<file path="src/rtl/traffic_light_timed_ctrl.sv">
// Timed highway/country intersection controller with all-red clearance, latched pedestrian
// walk request and a flashing-yellow fault mode. All outputs are a Moore decode of state.
module traffic_light_timed_ctrl #(
    parameter int unsigned CNT_W           = 8,
    parameter int unsigned HWY_GREEN_MIN   = 8,
    parameter int unsigned YELLOW_TIME     = 3,
    parameter int unsigned ALLRED_TIME     = 2,
    parameter int unsigned CNTRY_GREEN_MIN = 4,
    parameter int unsigned CNTRY_GREEN_MAX = 10,
    parameter int unsigned PED_WALK_TIME   = 6,
    parameter int unsigned FLASH_HALF      = 4
) (
    input  logic       clk,
    input  logic       reset,
    input  logic       x,
    input  logic       ped_req,
    input  logic       flash,
    output logic [2:0] hwy,
    output logic [2:0] cntry,
    output logic       ped_walk,
    output logic [2:0] state_o
);

    localparam int unsigned WalkGreenMin =
        (PED_WALK_TIME > CNTRY_GREEN_MIN) ? PED_WALK_TIME : CNTRY_GREEN_MIN;

    // Exit thresholds: a dwell of N cycles ends when the timer reads N-1.
    localparam logic [CNT_W-1:0] HgLast     = CNT_W'(HWY_GREEN_MIN - 1);
    localparam logic [CNT_W-1:0] YelLast    = CNT_W'(YELLOW_TIME - 1);
    localparam logic [CNT_W-1:0] ArLast     = CNT_W'(ALLRED_TIME - 1);
    localparam logic [CNT_W-1:0] CgMinLast  = CNT_W'(CNTRY_GREEN_MIN - 1);
    localparam logic [CNT_W-1:0] CgWalkLast = CNT_W'(WalkGreenMin - 1);
    localparam logic [CNT_W-1:0] CgMaxLast  = CNT_W'(CNTRY_GREEN_MAX - 1);
    localparam logic [CNT_W-1:0] FlashLast  = CNT_W'(FLASH_HALF - 1);

    localparam logic [2:0] LampOff    = 3'b000;
    localparam logic [2:0] LampRed    = 3'b001;
    localparam logic [2:0] LampYellow = 3'b010;
    localparam logic [2:0] LampGreen  = 3'b100;

    typedef enum logic [2:0] {
        StHg    = 3'd0,
        StHy    = 3'd1,
        StAr1   = 3'd2,
        StCg    = 3'd3,
        StCy    = 3'd4,
        StAr2   = 3'd5,
        StFlash = 3'd6,
        StBad   = 3'd7
    } state_e;

    state_e           state_q, state_d;
    logic [CNT_W-1:0] timer_q, timer_d;
    logic             ped_pend_q, ped_pend_d;
    logic             ped_walk_q, ped_walk_d;
    logic             blink_q, blink_d;
    logic             start_walk;

    always_ff @(posedge clk) begin
        if (reset) begin
            state_q    <= StHg;
            timer_q    <= '0;
            ped_pend_q <= 1'b0;
            ped_walk_q <= 1'b0;
            blink_q    <= 1'b0;
        end else begin
            state_q    <= state_d;
            timer_q    <= timer_d;
            ped_pend_q <= ped_pend_d;
            ped_walk_q <= ped_walk_d;
            blink_q    <= blink_d;
        end
    end

    always_comb begin
        state_d = state_q;
        if (flash) begin
            state_d = StFlash;
        end else begin
            case (state_q)
                StHg:    if (timer_q >= HgLast && (x || ped_pend_q || ped_req)) state_d = StHy;
                StHy:    if (timer_q == YelLast) state_d = StAr1;
                StAr1:   if (timer_q == ArLast) state_d = StCg;
                StCg: begin
                    if (timer_q == CgMaxLast ||
                        (!x && timer_q >= (ped_walk_q ? CgWalkLast : CgMinLast))) begin
                        state_d = StCy;
                    end
                end
                StCy:    if (timer_q == YelLast) state_d = StAr2;
                StAr2:   if (timer_q == ArLast) state_d = StHg;
                StFlash: state_d = StAr2;
                default: state_d = StHg;
            endcase
        end
    end

    always_comb begin
        timer_d    = timer_q;
        blink_d    = blink_q;
        ped_pend_d = ped_pend_q;
        ped_walk_d = ped_walk_q;
        start_walk = (state_q == StAr1) && (state_d == StCg);

        if (state_d != state_q) begin
            timer_d = '0;
        end else if (state_q == StFlash && timer_q == FlashLast) begin
            timer_d = '0;
            blink_d = ~blink_q;
        end else if (timer_q != '1) begin
            timer_d = timer_q + 1'b1;
        end
        if (state_d == StFlash && state_q != StFlash) begin
            blink_d = 1'b1;
        end

        // A request arriving on the cycle green starts is served now, not left pending.
        if (start_walk) begin
            ped_pend_d = 1'b0;
            ped_walk_d = ped_pend_q | ped_req;
        end else begin
            if (ped_req) ped_pend_d = 1'b1;
            if (state_d != StCg) ped_walk_d = 1'b0;
        end
    end

    always_comb begin
        hwy      = LampRed;
        cntry    = LampRed;
        ped_walk = 1'b0;
        state_o  = state_q;
        case (state_q)
            StHg:  hwy = LampGreen;
            StHy:  hwy = LampYellow;
            StCg: begin
                cntry    = LampGreen;
                ped_walk = ped_walk_q;
            end
            StCy:  cntry = LampYellow;
            StFlash: begin
                hwy   = blink_q ? LampYellow : LampOff;
                cntry = blink_q ? LampYellow : LampOff;
            end
            default: ;
        endcase
    end

endmodule
</file>
<file path="config.mk">
export PLATFORM = sky130hd
export DESIGN_NAME = traffic_light_timed_ctrl
export DESIGN_NICKNAME = d
export VERILOG_FILES = /design/src/rtl/traffic_light_timed_ctrl.sv
export SDC_FILE = /design/constraint.sdc
export NUM_CORES = 1
export LEC_CHECK = 0
export ABC_AREA = 1
export ABC_CLOCK_PERIOD_IN_PS = 4450
export BUFFER_PORTS_ARGS = -buffer_cell sky130_fd_sc_hd__buf_2
export CAP_MARGIN = 20
export CORE_MARGIN = 3
export CORE_UTILIZATION = 60
export DETAILED_ROUTE_END_ITERATION = 8
export GPL_TIMING_DRIVEN = 0
export PLACE_DENSITY = 0.83
export SLEW_MARGIN = 20
export SYNTH_ARGS = -nofsm -noshare
export SYNTH_HDL_FRONTEND = slang
export SYNTH_SLANG_ARGS = --single-unit
</file>
<file path="constraint.sdc">
create_clock -name clk -period 4.45 [get_ports clk]
set_input_delay 0.445 -clock clk [delete_from_list [all_inputs] [get_ports clk]]
set_output_delay 0.445 -clock clk [all_outputs]
set_load 0.02 [all_outputs]
</file>
# After elaboration in Yosys (flattened, before gate mapping)
# Index checks and enable logic that the tools add are counted.
[op_classes]
bitwise = 2
addsub = 1
mux = 18
reduce_logical = 15
order_cmp = 2
n_eq_ne = 17
[op_table]
columns = ["op", "count"]
rows = [
  ["$mux W3", 8],
  ["$pmux W3 S7", 1],
  ["$pmux W3 S3", 2],
  ["$eq A8 B2 Y1 const B", 2],
  ["$eq A3 B3 Y1 const B", 4],
  ["$eq A3 B2 Y1 const B", 3],
  ["$add A8 B1 Y8 const B", 1],
  ["$eq A8 B1 Y1 const B", 1],
  ["$eq A8 B4 Y1 const B", 1],
  ["$ge A8 B3 Y1", 1],
  ["$ge A8 B3 Y1 const B", 1],
  ["$ne A8 B8 Y1 const B", 1],
  ["$mux W1", 6],
  ["$logic_and A1 B1 Y1", 5],
  ["$reduce_bool A2 Y1", 2],
  ["$eq A3 B1 Y1 const B", 1],
  ["$logic_not A3 Y1", 1],
  ["$logic_or A1 B1 Y1", 3],
  ["$ne A3 B2 Y1 const B", 1],
  ["$ne A3 B3 Y1", 1],
  ["$ne A3 B3 Y1 const B", 1],
  ["$reduce_or A3 Y1", 1],
  ["$mux W2", 1],
  ["$ne A2 B1 Y1 const B", 1],
  ["other kinds (5)", 5],
]
[totals]
out_inout_bits = 10
in_bits = 5
word_cells = 60
reg_bits = 14

# Longest topological paths before layout
[logic_depth]
word_depth = 11
mapped_depth = 16
depth_no_buf = 16

# Least setup slack after synthesis
# OpenSTA, ideal clock, no wires.
[synth_path]
kind = "flip-flop to flip-flop"
startpoint = "reg state_q[1], in the netlist state_o[1]"
endpoint = "reg timer_q[4]"
n_path_buf = 0
t_required_ns = 4.377
t_arrival_ns = 1.787
synth_period_minus_slack_ns = 1.860
stages_incl_launch_ff = 11
setup_time_ns = 0.073
slack_ns = 2.590
cell_sequence = "dfxtp_1 -> inv_2 -> nor3_4 -> nand3_2 -> nand2_2 -> nand3_1 -> nand2_2 -> nand3_2 -> nor2_4 -> nand2_4 -> nor3_2"
[synth_via]
elab_chain_len = 5
elab_cells_between_ends = 18
classes_between = "eq/ne (7); mux (8); reduce/logical (3)"
[synth_lines]
columns = ["element", "line", "rtl"]
rows = [
  ["start: declaration", "52", "state_e state_q, state_d;"],
  ["start signal: assignment", "61", "state_q <= StHg;"],
  ["start signal: assignment", "67", "state_q <= state_d;"],
  ["$eq A3 B3 Y1, or another cell as far along", "80, 107", ""],
  ["$pmux W3 S7", "80", "case (state_q)"],
  ["$mux W3", "77", "if (flash) begin"],
  ["$ne A3 B3 Y1", "105", "if (state_d != state_q) begin"],
  ["$reduce_or A3 Y1 (no source line) *", "--", ""],
  ["end signal: assignment", "68", "timer_q <= timer_d;"],
  ["end: declaration", "53", "logic [CNT_W-1:0] timer_q, timer_d;"],
]
# Every way passes the cells marked *; elsewhere a longest branch is shown, timed or not.
# A chain may end at the register's enable or synchronous reset.

# Worst setup path after layout
[layout_path]
startpoint = "reg timer_q[2]"
endpoint = "reg timer_q[5]"
[layout_via]
elab_chain_len = 8
elab_cells_between_ends = 22
classes_between = "add/sub (1); order compare (2); eq/ne (6); mux (8); reduce/logical (5)"
[layout_lines]
columns = ["element", "line", "rtl"]
rows = [
  ["$ge A8 B3 Y1", "86", "(!x && timer_q >= (ped_walk_q ? CgWalkLast : CgMinLast))) begin"],
  ["$logic_and A1 B1 Y1", "86", ""],
  ["$logic_or A1 B1 Y1", "85", "if (timer_q == CgMaxLast ||"],
  ["$mux W3", "85", ""],
  ["$pmux W3 S7", "80", ""],
  ["$mux W3", "77", ""],
  ["$ne A3 B3 Y1", "105", ""],
  ["$reduce_or A3 Y1 (no source line)", "--", ""],
]
# Parallel ways exist; a longest one is shown, timed or not.

==> results by group <==
STA
  – Setup TNS: 0 ps
  – Final cycle utilization of the critical path: 0.4541
  – Final number of hold-violating endpoints: 0
  – Final Slew Violations: 0
  – Highest clock rate: around 490 MHz
  – Worst Skew: roughly 2.1 ps
  – Tightest Pin Transition: 397.4 ps
  – Count of final setup violators: 0
  – RSZ-0062 raised after global routing: false
  – Final min period: 2021 ps
  – Rel. slew slack: 0.7326

Detailed routing
  – Vias/cell: 5.321
  – DR pass1 iterations: 4
  – Routed len/inst: around 12 um
  – Antenna viol nets, final: 0
  – Via count: 1112
  – DRC Markers: 0
  – Iter 0 DRT Violations: 50
  – Final WL: 2.474 mm

Clocking
  – TritonCTS clock tree: yes
  – Clock tree buffer depth: 2
  – Clk sinks: 14
  – Worst-Skew Late Latency: 280 ps
  – Total CTS buffers: 3
  – Post-CTS setup buffers: 0
  – CTS root buffer: clkbuf_4
  – Post-CTS resize count: 0
  – H-tree depth: 1
  – Number of hold buffers added after CTS: 0
  – Clock transition at the registers of the reported paths: 80 ps

Worst setup path
  – CP Class: register to register
  – Slowest cell on the critical path: dfxtp_1
  – CP arrival: 2240 ps
  – CP Data Required Time: between 4000 and 5000 ps
  – Critical Path Start Type: register
  – Worst Setup End Kind: register
  – Crit-path max cell delay: 500 ps
  – Crit-path max FO: 8
  – CP Cell Sequence: ha_1 -> inv_1 -> nor2_1 -> nand2_1 -> nand3_1 -> nand2_1 -> nand3_2 -> nand2_2 -> nand3_1 -> nand2_2 -> nand3_2 -> nor2_4 -> nand2_4 -> a21oi_2

Finish
  – Post-Layout Cell Count: 209
  – Synth-to-layout area growth: 12.33%
  – N_diodes: 0
  – Util after Layout: 0.7710
  – Final #Nets: around 200
  – Layout fillers: 129
  – Share of layout cells above drive strength 1: 0.2865

Placed design
  – Final HPWL DP: 1.970 mm
  – PortBufs: 14
  – Placed Cells: between 200 and 250
  – Final GP Congestion: just under 0.9

Logic synthesis
  – Sequential element share of the synthesized area: 0.2534
  – Main synth FF type: dfxtp_1
  – Top post-synthesis cells by area: dfxtp_1 (25%), nand2_1 (9.5%), inv_1 (7.8%)
  – Synth Register Bits: 14
  – Post-synth EDFFs: 0
  – Synth area leader: dfxtp_1
  – Gate Count Post-Synth: 167
  – Yosys warns: 0
  – Syn Nets: 177
  – Most common cell in the netlist: nand2_1
  – Top cell type's share of synthesized area: 0.2534
  – Mean post-synth cell area: around 6.6 um^2
  – Unique masters post-synth: 25
  – Synthesized area: 1106 um^2
  – Post-synth top cells: nand2_1 (28), inv_1 (23), nor2_1 (18)
  – Asr flop ratio synth: 0

Status
  – Outcome: completed

Global routing
  – All-Layer GR Usage: 0.2249
  – Largest net degree at the start of global routing: 10
  – GRT Residual Overflow: 0
  – First-pass GRT wire length: 4.298 mm
  – Number of global-route vias before repair: 1021
  – Initial antenna violation count: 0

Floorplanning
  – Starting Density: 0.6863
  – # IOs: 15
  – Site Rows: 14
  – Die height: between 40 and 50 um
  – Die ar.: between 2000 and 2500 um^2
  – Core area: 1612 um^2
  – DIE WIDTH: approximately 50 um

Power
  – P_leak: 0.0006171 uW
  – Peak supply drop: 0.1757 mV
  – P per Cell Area: 230.6 nW/um^2

Flow run
  – Max Cap Viol: 0

Min path
  – Hold Path Class: input pin to register
registers in the layout (all words and copies together) (netlist names):
signal / count
timer_q: 8
state_o: 3
blink_q: 1
ped_pend_q: 1
ped_walk_q: 1
final cells by class:
type	instances	area [um^2]	share of cell area
Buffer	1	7.507	0.006042
Clock buffer	4	36.28	0.02920
Inverter	28	105.1	0.08459
Multi-Input combinational cell	124	713.2	0.5740
Sequential cell	14	280.3	0.2256
Tap cell	24	30.03	0.02417
Timing Repair Buffer	14	70.07	0.05639
layout by cell type, fill, tap and decap left out, types with 4 or more instances in the layout:
master / instances
a21oi_1: 6
buf_2: 14
dfxtp_1: 14
ha_1: 5
inv_1: 23
inv_2: 5
nand2_1: 28
nand2_2: 9
nand3_1: 16
nand3_2: 4
nand4_1: 6
nor2_1: 18
nor2_2: 6
o21ai_0: 8
per-stage QoR:
step / setup slack (ps) / hold WS (ps) / power (uW) / cell area, um^2
floorplan: 2590 / 464.4 / 182.1 / 1106
global placement: 2482 / 503.2 / 196.5 / 1206
detailed placement: 2443 / 530.4 / 198.5 / 1206
CTS: 2425 / 345.6 / 290.2 / 1242
global route: 2239 / 347.2 / 302.9 / 1242
finish: 2429 / 350.4 / 286.6 / 1242
worst max-delay path: cells and delay by family (launching register included):
family	cells	cell delay [ps]
AOI/OAI and AO/OA	1	120
adders and majority gates	1	280
buffers and inverters	1	50
DFF	1	500
and+or+nand+nor	11	1000
cells by family (layout without fill, tap and decap cells):
group,Yosys count,after routing,share of synthesized area
compound gates,19,19,0.09842
xor+xnor,1,1,0.007920
fa+ha+maj,5,5,0.05656
buf+inv,29,47,0.1018
flops,14,14,0.2534
simple gates,99,99,0.4819
report_power, final:
part | internal (uW) | switching, uW
Sequential | 129 | 4.15
Combinational | 20.1 | 42.8
Clock | 49.8 | 40.5
Total | 199 | 87.4
path summary, 6_finish.rpt:
path | from | depth (start not counted) | end | slack, ps
setup / recovery | timer_q[2] | 14 | timer_q[5] | 2430
hold reg to reg | blink_q | 2 | blink_q | 540
hold / removal | reset | 2 | blink_q | 350
setup reg to reg | timer_q[2] | 14 | timer_q[5] | 2430
layer usage:
layer,vias up,routed length (um),GRT usage
met2,56,1159,0.3846
met3,2,219,0.05505
met4,0,11,0.03318
met5,-,0,0
met1,477,1084,0.2891
li1,577,-,-
Power figures use the tool's default switching activity.
